==> config.mk <==
export PLATFORM = sky130hd
export DESIGN_NAME = uart_rx_deframer
export DESIGN_NICKNAME = d
export VERILOG_FILES = /design/src/rtl/uart_pkg.sv /design/src/rtl/uart_sync.sv /design/src/rtl/uart_rx_deframer.sv
export SDC_FILE = /design/constraint.sdc
export NUM_CORES = 1
export LEC_CHECK = 0
export BUFFER_PORTS_ARGS = -buffer_cell sky130_fd_sc_hd__buf_2
export CORE_AREA = 2 2 78 80
export DETAILED_ROUTE_END_ITERATION = 6
export DIE_AREA = 0 0 80 82
export HOLD_SLACK_MARGIN = 0.05
export PLACE_DENSITY_LB_ADDON = 0.12
export RECOVER_POWER = 50
export SLEW_MARGIN = 20
export SYNTH_ARGS = -nofsm -noshare
export SYNTH_HDL_FRONTEND = slang
export SYNTH_SLANG_ARGS = --single-unit
==> constraint.sdc <==
create_clock -name clk -period 5.4 [get_ports clk]
set_clock_uncertainty 0.1 [all_clocks]
set_input_delay 0.27 -clock clk [delete_from_list [all_inputs] [get_ports clk]]
set_output_delay 0.27 -clock clk [all_outputs]
set_load 0.01 [all_outputs]
==> src/rtl/uart_pkg.sv <==
// Shared UART types: line-control register layout, per-frame receive config,
// receiver state encoding and the parity helper.
package uart_pkg;

    typedef struct packed {
        logic       dlab;
        logic       set_break;
        logic       stick_parity;
        logic       eps;
        logic       pen;
        logic       stb;
        logic [1:0] wls;
    } lcr_t;

    // Subset of the LCR the receiver needs, frozen for the duration of one character.
    typedef struct packed {
        logic       stick;
        logic       eps;
        logic       pen;
        logic [1:0] wls;
    } rx_cfg_t;

    typedef logic [2:0] rx_state_t;

    localparam rx_state_t ST_IDLE     = 3'd0;
    localparam rx_state_t ST_START    = 3'd1;
    localparam rx_state_t ST_DATA     = 3'd2;
    localparam rx_state_t ST_PARITY   = 3'd3;
    localparam rx_state_t ST_STOP     = 3'd4;
    localparam rx_state_t ST_BRK_WAIT = 3'd5;

    localparam int RX_OVERSAMPLE   = 16;
    localparam int RX_SAMPLE_POINT = 7;
    localparam int RX_SYNC_STAGES  = 2;

    // Parity bit the transmitter should have sent; unused data MSBs must be zero.
    function automatic logic rx_parity(input logic [7:0] data, input logic stick, input logic eps);
        if (stick) return ~eps;
        return eps ? ^data : ~^data;
    endfunction

endpackage

==> src/rtl/uart_sync.sv <==
// Multi-flop synchronizer for the asynchronous RX pin; resets to the idle-high line level.
module uart_sync #(
    parameter int STAGES = 2
) (
    input  logic clk,
    input  logic rst,
    input  logic d_i,
    output logic q_o
);

    logic [STAGES-1:0] sync_q;
    logic [STAGES-1:0] sync_d;

    always_comb begin
        sync_d = {sync_q[STAGES-2:0], d_i};
    end

    always_ff @(posedge clk or negedge rst) begin
        if (!rst) sync_q <= '1;
        else      sync_q <= sync_d;
    end

    assign q_o = sync_q[STAGES-1];

endmodule

==> src/rtl/uart_rx_deframer.sv <==
// UART receive engine: oversampled deframing of rx_i into characters with PE/FE/BI status,
// pushed into the RX FIFO, with an overrun pulse when the FIFO cannot take the character.
//
// state    | meaning
// IDLE     | line idle, watching for a falling edge on a tick
// START    | confirming the start bit at mid-bit
// DATA     | sampling wls+5 data bits, LSB first
// PARITY   | sampling and checking the parity bit
// STOP     | sampling the first stop bit, pushing or flagging overrun
// BRK_WAIT | stop bit was 0, waiting for the line to return high
module uart_rx_deframer
    import uart_pkg::*;
#(
    parameter int OVERSAMPLE   = RX_OVERSAMPLE,
    parameter int SAMPLE_POINT = RX_SAMPLE_POINT,
    parameter int SYNC_STAGES  = RX_SYNC_STAGES
) (
    input  logic       clk,
    input  logic       rst,
    input  logic       baud_pulse_i,
    input  logic       rx_i,
    input  lcr_t       lcr_i,
    input  logic       rx_fifo_full_i,
    output logic       push_o,
    output logic [7:0] dout_o,
    output logic       pe_o,
    output logic       fe_o,
    output logic       bi_o,
    output logic       oe_o,
    output logic       busy_o
);

    localparam int TICK_W = $clog2(OVERSAMPLE);

    logic rx_s;

    uart_sync #(.STAGES(SYNC_STAGES)) u_sync (
        .clk (clk),
        .rst (rst),
        .d_i (rx_i),
        .q_o (rx_s)
    );

    rx_state_t         state_q,   state_d;
    logic [TICK_W-1:0] tick_q,    tick_d;
    logic [2:0]        bit_q,     bit_d;
    logic [7:0]        data_q,    data_d;
    rx_cfg_t           cfg_q,     cfg_d;
    logic              ones_q,    ones_d;
    logic              par_err_q, par_err_d;
    logic              rx_prev_q, rx_prev_d;
    logic              push_q,    push_d;
    logic              oe_q,      oe_d;
    logic [7:0]        dout_q,    dout_d;
    logic              pe_q,      pe_d;
    logic              fe_q,      fe_d;
    logic              bi_q,      bi_d;

    logic bit_tc;
    logic last_bit;
    logic unused_lcr;

    assign unused_lcr = ^{lcr_i.dlab, lcr_i.set_break, lcr_i.stb};
    assign bit_tc     = (tick_q == TICK_W'(OVERSAMPLE - 1));
    assign last_bit   = (bit_q == ({1'b0, cfg_q.wls} + 3'd4));

    always_comb begin
        state_d   = state_q;
        tick_d    = tick_q;
        bit_d     = bit_q;
        data_d    = data_q;
        cfg_d     = cfg_q;
        ones_d    = ones_q;
        par_err_d = par_err_q;
        rx_prev_d = baud_pulse_i ? rx_s : rx_prev_q;
        push_d    = 1'b0;
        oe_d      = 1'b0;
        dout_d    = dout_q;
        pe_d      = pe_q;
        fe_d      = fe_q;
        bi_d      = bi_q;

        if (baud_pulse_i) begin
            case (state_q)
                ST_IDLE: begin
                    if (rx_prev_q && !rx_s) begin
                        tick_d  = '0;
                        state_d = ST_START;
                    end
                end
                ST_START: begin
                    if (tick_q == TICK_W'(SAMPLE_POINT)) begin
                        tick_d = '0;
                        if (rx_s) begin
                            state_d = ST_IDLE;
                        end else begin
                            cfg_d     = '{stick: lcr_i.stick_parity, eps: lcr_i.eps,
                                          pen: lcr_i.pen, wls: lcr_i.wls};
                            data_d    = '0;
                            bit_d     = '0;
                            ones_d    = 1'b0;
                            par_err_d = 1'b0;
                            state_d   = ST_DATA;
                        end
                    end else begin
                        tick_d = tick_q + TICK_W'(1);
                    end
                end
                ST_DATA: begin
                    if (bit_tc) begin
                        tick_d         = '0;
                        data_d[bit_q]  = rx_s;
                        ones_d         = ones_q | rx_s;
                        if (last_bit) state_d = cfg_q.pen ? ST_PARITY : ST_STOP;
                        else          bit_d   = bit_q + 3'd1;
                    end else begin
                        tick_d = tick_q + TICK_W'(1);
                    end
                end
                ST_PARITY: begin
                    if (bit_tc) begin
                        tick_d    = '0;
                        ones_d    = ones_q | rx_s;
                        par_err_d = (rx_s != rx_parity(data_q, cfg_q.stick, cfg_q.eps));
                        state_d   = ST_STOP;
                    end else begin
                        tick_d = tick_q + TICK_W'(1);
                    end
                end
                ST_STOP: begin
                    if (bit_tc) begin
                        tick_d = '0;
                        // An overrun drops the character; the status outputs keep the last pushed one.
                        if (!rx_fifo_full_i) begin
                            push_d = 1'b1;
                            dout_d = data_q;
                            pe_d   = par_err_q;
                            fe_d   = ~rx_s;
                            bi_d   = ~(ones_q | rx_s);
                        end else begin
                            oe_d = 1'b1;
                        end
                        state_d = rx_s ? ST_IDLE : ST_BRK_WAIT;
                    end else begin
                        tick_d = tick_q + TICK_W'(1);
                    end
                end
                ST_BRK_WAIT: begin
                    if (rx_s) state_d = ST_IDLE;
                end
                default: state_d = ST_IDLE;
            endcase
        end
    end

    always_ff @(posedge clk or negedge rst) begin
        if (!rst) begin
            state_q   <= ST_IDLE;
            tick_q    <= '0;
            bit_q     <= '0;
            data_q    <= '0;
            cfg_q     <= '0;
            ones_q    <= 1'b0;
            par_err_q <= 1'b0;
            rx_prev_q <= 1'b1;
            push_q    <= 1'b0;
            oe_q      <= 1'b0;
            dout_q    <= '0;
            pe_q      <= 1'b0;
            fe_q      <= 1'b0;
            bi_q      <= 1'b0;
        end else begin
            state_q   <= state_d;
            tick_q    <= tick_d;
            bit_q     <= bit_d;
            data_q    <= data_d;
            cfg_q     <= cfg_d;
            ones_q    <= ones_d;
            par_err_q <= par_err_d;
            rx_prev_q <= rx_prev_d;
            push_q    <= push_d;
            oe_q      <= oe_d;
            dout_q    <= dout_d;
            pe_q      <= pe_d;
            fe_q      <= fe_d;
            bi_q      <= bi_d;
        end
    end

    assign push_o = push_q;
    assign oe_o   = oe_q;
    assign dout_o = dout_q;
    assign pe_o   = pe_q;
    assign fe_o   = fe_q;
    assign bi_o   = bi_q;
    assign busy_o = (state_q != ST_IDLE);

endmodule

== After elaboration in Yosys (flattened, before gate mapping) ==
Cells that the tools add are included.
Cells by class
  magnitude comparators: 2
  multiplexer cells: 51
  equal/unequal tests: 19
  bitwise gates (word level): 5
  $add $sub $neg: 3
  reduce and logical (&&, ||, !) cells: 21
Operator list (number)
  3-bit two-way mux: 13
  8-bit two-way mux: 3
  1-bit two-way mux: 23
  3-bit one-hot mux with 6 select lines: 1
  2-bit inequality test (second input constant): 8
  8-bit one-hot mux with 2 select lines: 1
  5-bit AND reduction: 3
  4-bit two-way mux: 3
  4-bit one-hot mux with 3 select lines: 1
  8-bit bitwise mux: 1
  4-bit AND reduction: 2
  8-bit AND reduction: 1
  8-bit XNOR reduction: 1
  8-bit XOR reduction: 1
  3-bit by 2-bit == test with 1-bit output (second input constant): 2
  3-bit == test (second input constant): 2
  3-bit one-hot mux with 2 select lines: 1
  6-bit AND reduction: 1
  2-bit nonzero test: 3
  3-bit nonzero test: 2
  4-bit by 1-bit adder with 4-bit output (second input constant): 1
  4-bit by 3-bit == test with 1-bit output (second input constant): 1
  4-bit == test (second input constant): 1
  3-bit by 4-bit < comparator with 1-bit output (second input constant): 1
  18 further kinds: 24
Word-level totals
  output and inout port bits: 14
  register bits after elaboration: 41

== Depth between registers and ports, before layout ==
  depth after elaboration: 11
  depth in mapped cells: 7
  mapped depth without buffers: 6

== Modules after synthesis ==
From an unflattened synthesis, not the netlist that was laid out.
Second synthesis, totals
  cell total of the unflattened synthesis: 195
  area total of the unflattened synthesis: 2029.4 um^2
Modules (own cells, without submodules)
  uart_rx_deframer: cells an instance 193, area each 1976.9 um^2, times used 1, sequential area each 977.2 um^2
  uart_sync: cells an instance 2, area each 52.6 um^2, times used 1, sequential area each 52.6 um^2

== Least setup slack after synthesis ==
OpenSTA, ideal clock, no wires.
  kind: reg-to-reg
  from: register u_sync.sync_q[1]
  to: register bit_q[0]
  arrival time: 1.617 ns
  required time: 5.204 ns
  buffers on the path: 2
  cell stages (with the launch flop): 8
  setup slack: 3.587 ns
  path through: dfstp_2 clkbuf_1 or2_2 nor3_1 o21ai_0 clkbuf_1 o21ai_0 o31ai_1
Between the ends
  cells in the longest elaborated chain, start to end: 2
Ends and longest elaborated chain
  from (decl): RTL line uart_sync.sv:11  | logic [STAGES-1:0] sync_q;
  from (signal assigned): RTL line uart_sync.sv:20  | else sync_q <= sync_d;
  2-bit inequality test (no source line)
  6-bit AND reduction (no source line)
  to (signal assigned): RTL line uart_rx_deframer.sv:175  | bit_q <= bit_d;
  to (decl): RTL line uart_rx_deframer.sv:46  | logic [2:0] bit_q, bit_d;
No other way between the ends.
A chain may end at the register's enable or synchronous reset.

==> impl_metrics.csv <==
group,metric,value,unit
timing,max-slew-margin-rel,0.0807,
layout,drive_above_1_share,0.220,
drt,vias,1519,
pwr,p_seq_frac,0.451,
floorplan,ios,27,
yosys,yosys.area.top_type,"dfrtp_1",
place,port_buffers,23,
pwr,pwr-share-clk,0.297,
yosys,synth_edf_count,0,
timing,fin_crit_sh,0.466,
global_routing,overflow,0,
global_routing,grt_pass1_vias,1421,
yosys,yosysTopAreaCellShare,0.468,
global_routing,grt_use_total,0.140,
global_routing,grt_antenna_before_repair,0,
yosys,netlist_area,2030,um^2
layout,nNetsFinal,237,
critical_path,startpoint_type,"input pin",
timing,drv_slew,0,
clocking,cts_buffers,5,
layout,syn2layout_area_growth,14.8,%
drt,first_pass_iters,4,
critical_path,worst-path-max-fanout,25,
pwr,power_density,380,nW/um^2
pwr,p_sw,302,uW
timing,fin_ws,2890,ps
clocking,path_clk_slew,80,ps
clocking,cts_hold_buf,2,
layout,antenna_cells,0,
clocking,clkLatencyLatePin,300,ps
floorplan,die-width,80,um
floorplan,row_count,28,
drt,wirelength,4230,um
pwr,internal_power,586,uW
yosys,synth_top_flop_cell,"dfrtp_1",
clocking,post_cts_resized,0,
timing,final_hold_viol_count,0,
critical_path,ff2ff_path_depth,3,
clocking,cts_root_buffer,"clkbuf_8",
hold_path,hp-class,"in -> reg",
layout,fill_cells,566,
global_routing,grt_max_degree,42,
place,gp_congestion,0.763,
place,dp_hpwl,2810,um
timing,tns,0,ps
critical_path,r2r_slack,3010,ps
yosys,synth_nets,213,
pwr,p_leak,0.00103,uW
pwr,combPwrFrac,0.253,
yosys,ys_ff_latch,41,
layout,multi_input_area,927,um^2
timing,setup_violations,0,
drt,drt-met1-wl,2040,um
yosys,synthArstFlopShare,1.00,
layout,regArea,1030,um^2
drt,routed-wl-met3,122,um
critical_path,worstPathRequired,5480,ps
clocking,postCtsSetupBuffers,0,
drt,wl_met2,2000,um
timing,holdWs,100,ps
clocking,cts_max_level,2,
drt,via_per_inst,5.10,
critical_path,critPathArrivalTime,2600,ps
yosys,ys.warnings.count,0,
yosys,synth_area_leaders,"dfrtp_1 47%, mux2_2 9.4%, o21ai_0 7.4%",
drt,detail_route.wl_per_cell,14.2,um
job,max_cap_violations,0,
outcome,status,"finished, final reports clean",
yosys,yosysUniqueCellTypes,40,
critical_path,end_kind,"async pin",
drt,route.detailed.drc,0,
drt,top_layer,"met4",
global_routing,grt_pass1_wl,6940,um
critical_path,path_class,"in -> async",
pwr,irDropWorstVdd,0.193,mV
pwr,p_sw_frac,0.340,
floorplan,die_y,82,um
floorplan,core_area,5750,um^2
place,post-place-ws,2910,ps
hold_path,hold_path_depth,3,
floorplan,initial_core_util,0.354,
timing,grt_setup_unrepaired,"no",
floorplan,die-area,6560,um^2
timing,min_period,2510,ps
clocking,cts_tree,"built",
drt,drtAntennaViolNets,0,
timing,fmax,0.398,GHz
yosys,yosysSeqAreaShare,0.507,
timing,tightest_slew,1380,ps
clocking,cts_num_sinks,41,
clocking,cts_buffer_depth,2,
drt,dr.first_iter.drc_count,79,
yosys,synthCells,198,
yosys,syn_avg_cell_area,10.3,um^2
[metrics by stage]
stage	total power (uW)	instance area, um^2	std cells	utilization
4_1_cts	897	2340	297	0.407
3_3_place_gp	630	2200	287	0.382
2_1_floorplan	577	2030	198	-
6_report	887	2330	298	0.406
3_5_place_dp	630	2200	287	0.382
5_1_grt	952	2330	298	0.406
[power groups by stage]
stage	clock network, uW	logic, uW	registers (uW)
after detailed placement	0	225	405
final	263	224	400
after CTS	271	227	400
after global placement	0	223	406
after global routing	284	259	409
after floorplan	0	205	371
[flip-flops by register name, indices dropped and copies added (netlist names), 2 cells and up]
register,flops
bit_q,3
cfg_q,5
data_q,8
dout_o,8
state_q,3
tick_q,4
u_sync.sync_q,2
[synth_stat cells (2+ instances only)]
| cell | n |
|---|---|
| a21oi_1 | 3 |
| a31oi_1 | 5 |
| buf_2 | 3 |
| buf_4 | 2 |
| clkbuf_1 | 4 |
| dfrtp_1 | 38 |
| dfstp_2 | 3 |
| ha_1 | 2 |
| inv_1 | 8 |
| mux2_2 | 17 |
| mux2i_1 | 2 |
| nand2_1 | 16 |
| nand2b_1 | 6 |
| nand3_1 | 7 |
| nand4_1 | 3 |
| nor2_1 | 11 |
| nor3_1 | 3 |
| nor3b_1 | 2 |
| o21a_1 | 2 |
| o21ai_0 | 30 |
| o31ai_1 | 3 |
| or3_1 | 2 |
| xnor2_1 | 8 |
| xor2_1 | 2 |
[area by class of cell]
type / instances / area share
tap: 75 / 0.0402
sequential: 41 / 0.441
clock inverter: 2 / 0.0161
multi-input combinational: 140 / 0.397
timing repair buffer: 26 / 0.0568
clock buffer: 6 / 0.0354
inverter: 8 / 0.0129
[worst paths after layout]
check                                 start               end
setup reg to reg                 state_q[1]              pe_o
setup / recovery                        rst        state_q[0]
hold reg to reg            u_sync.sync_q[0]  u_sync.sync_q[1]
max in group clk                 state_q[1]              pe_o
min in group asynchronous               rst         data_q[7]
hold / removal               rx_fifo_full_i              oe_o
[cell families (layout without fill, tap and decap cells)]
family,after synthesis,after routing,share of synthesized area
muxes,19,19,0.104
buffers and inverters,17,42,0.0369
adders and majority gates,2,2,0.0123
AOI/OAI and AO/OA,49,49,0.142
DFF,41,41,0.507
and+or+nand+nor,60,60,0.155
xor gates and xnor gates,10,10,0.0431
[per-layer routing]
metal,GRT usage,up-vias
met4,0.0508,0
met3,0.0341,8
li1,-,750
met5,0,-
met1,0.181,735
met2,0.231,26
[cell usage in the layout (no fill, tap or decap), types with 3 or more instances in the layout]
cell type,n
nor2_1,11
clkbuf_1,6
nor3_1,3
inv_1,8
o31ai_1,3
clkbuf_8,6
a21oi_1,3
a31oi_1,5
buf_2,18
nand4_1,3
nand2b_1,6
xnor2_1,8
mux2_2,17
nand3_1,7
dfrtp_1,38
o21ai_0,29
nand2_1,16
[worst max-delay path, stage by stage]
cell and delay, ps:
dlygate4sd3_1 520, clkbuf_1 720, clkbuf_1 1080
Note: power is estimated with default switching activity, not from simulation.
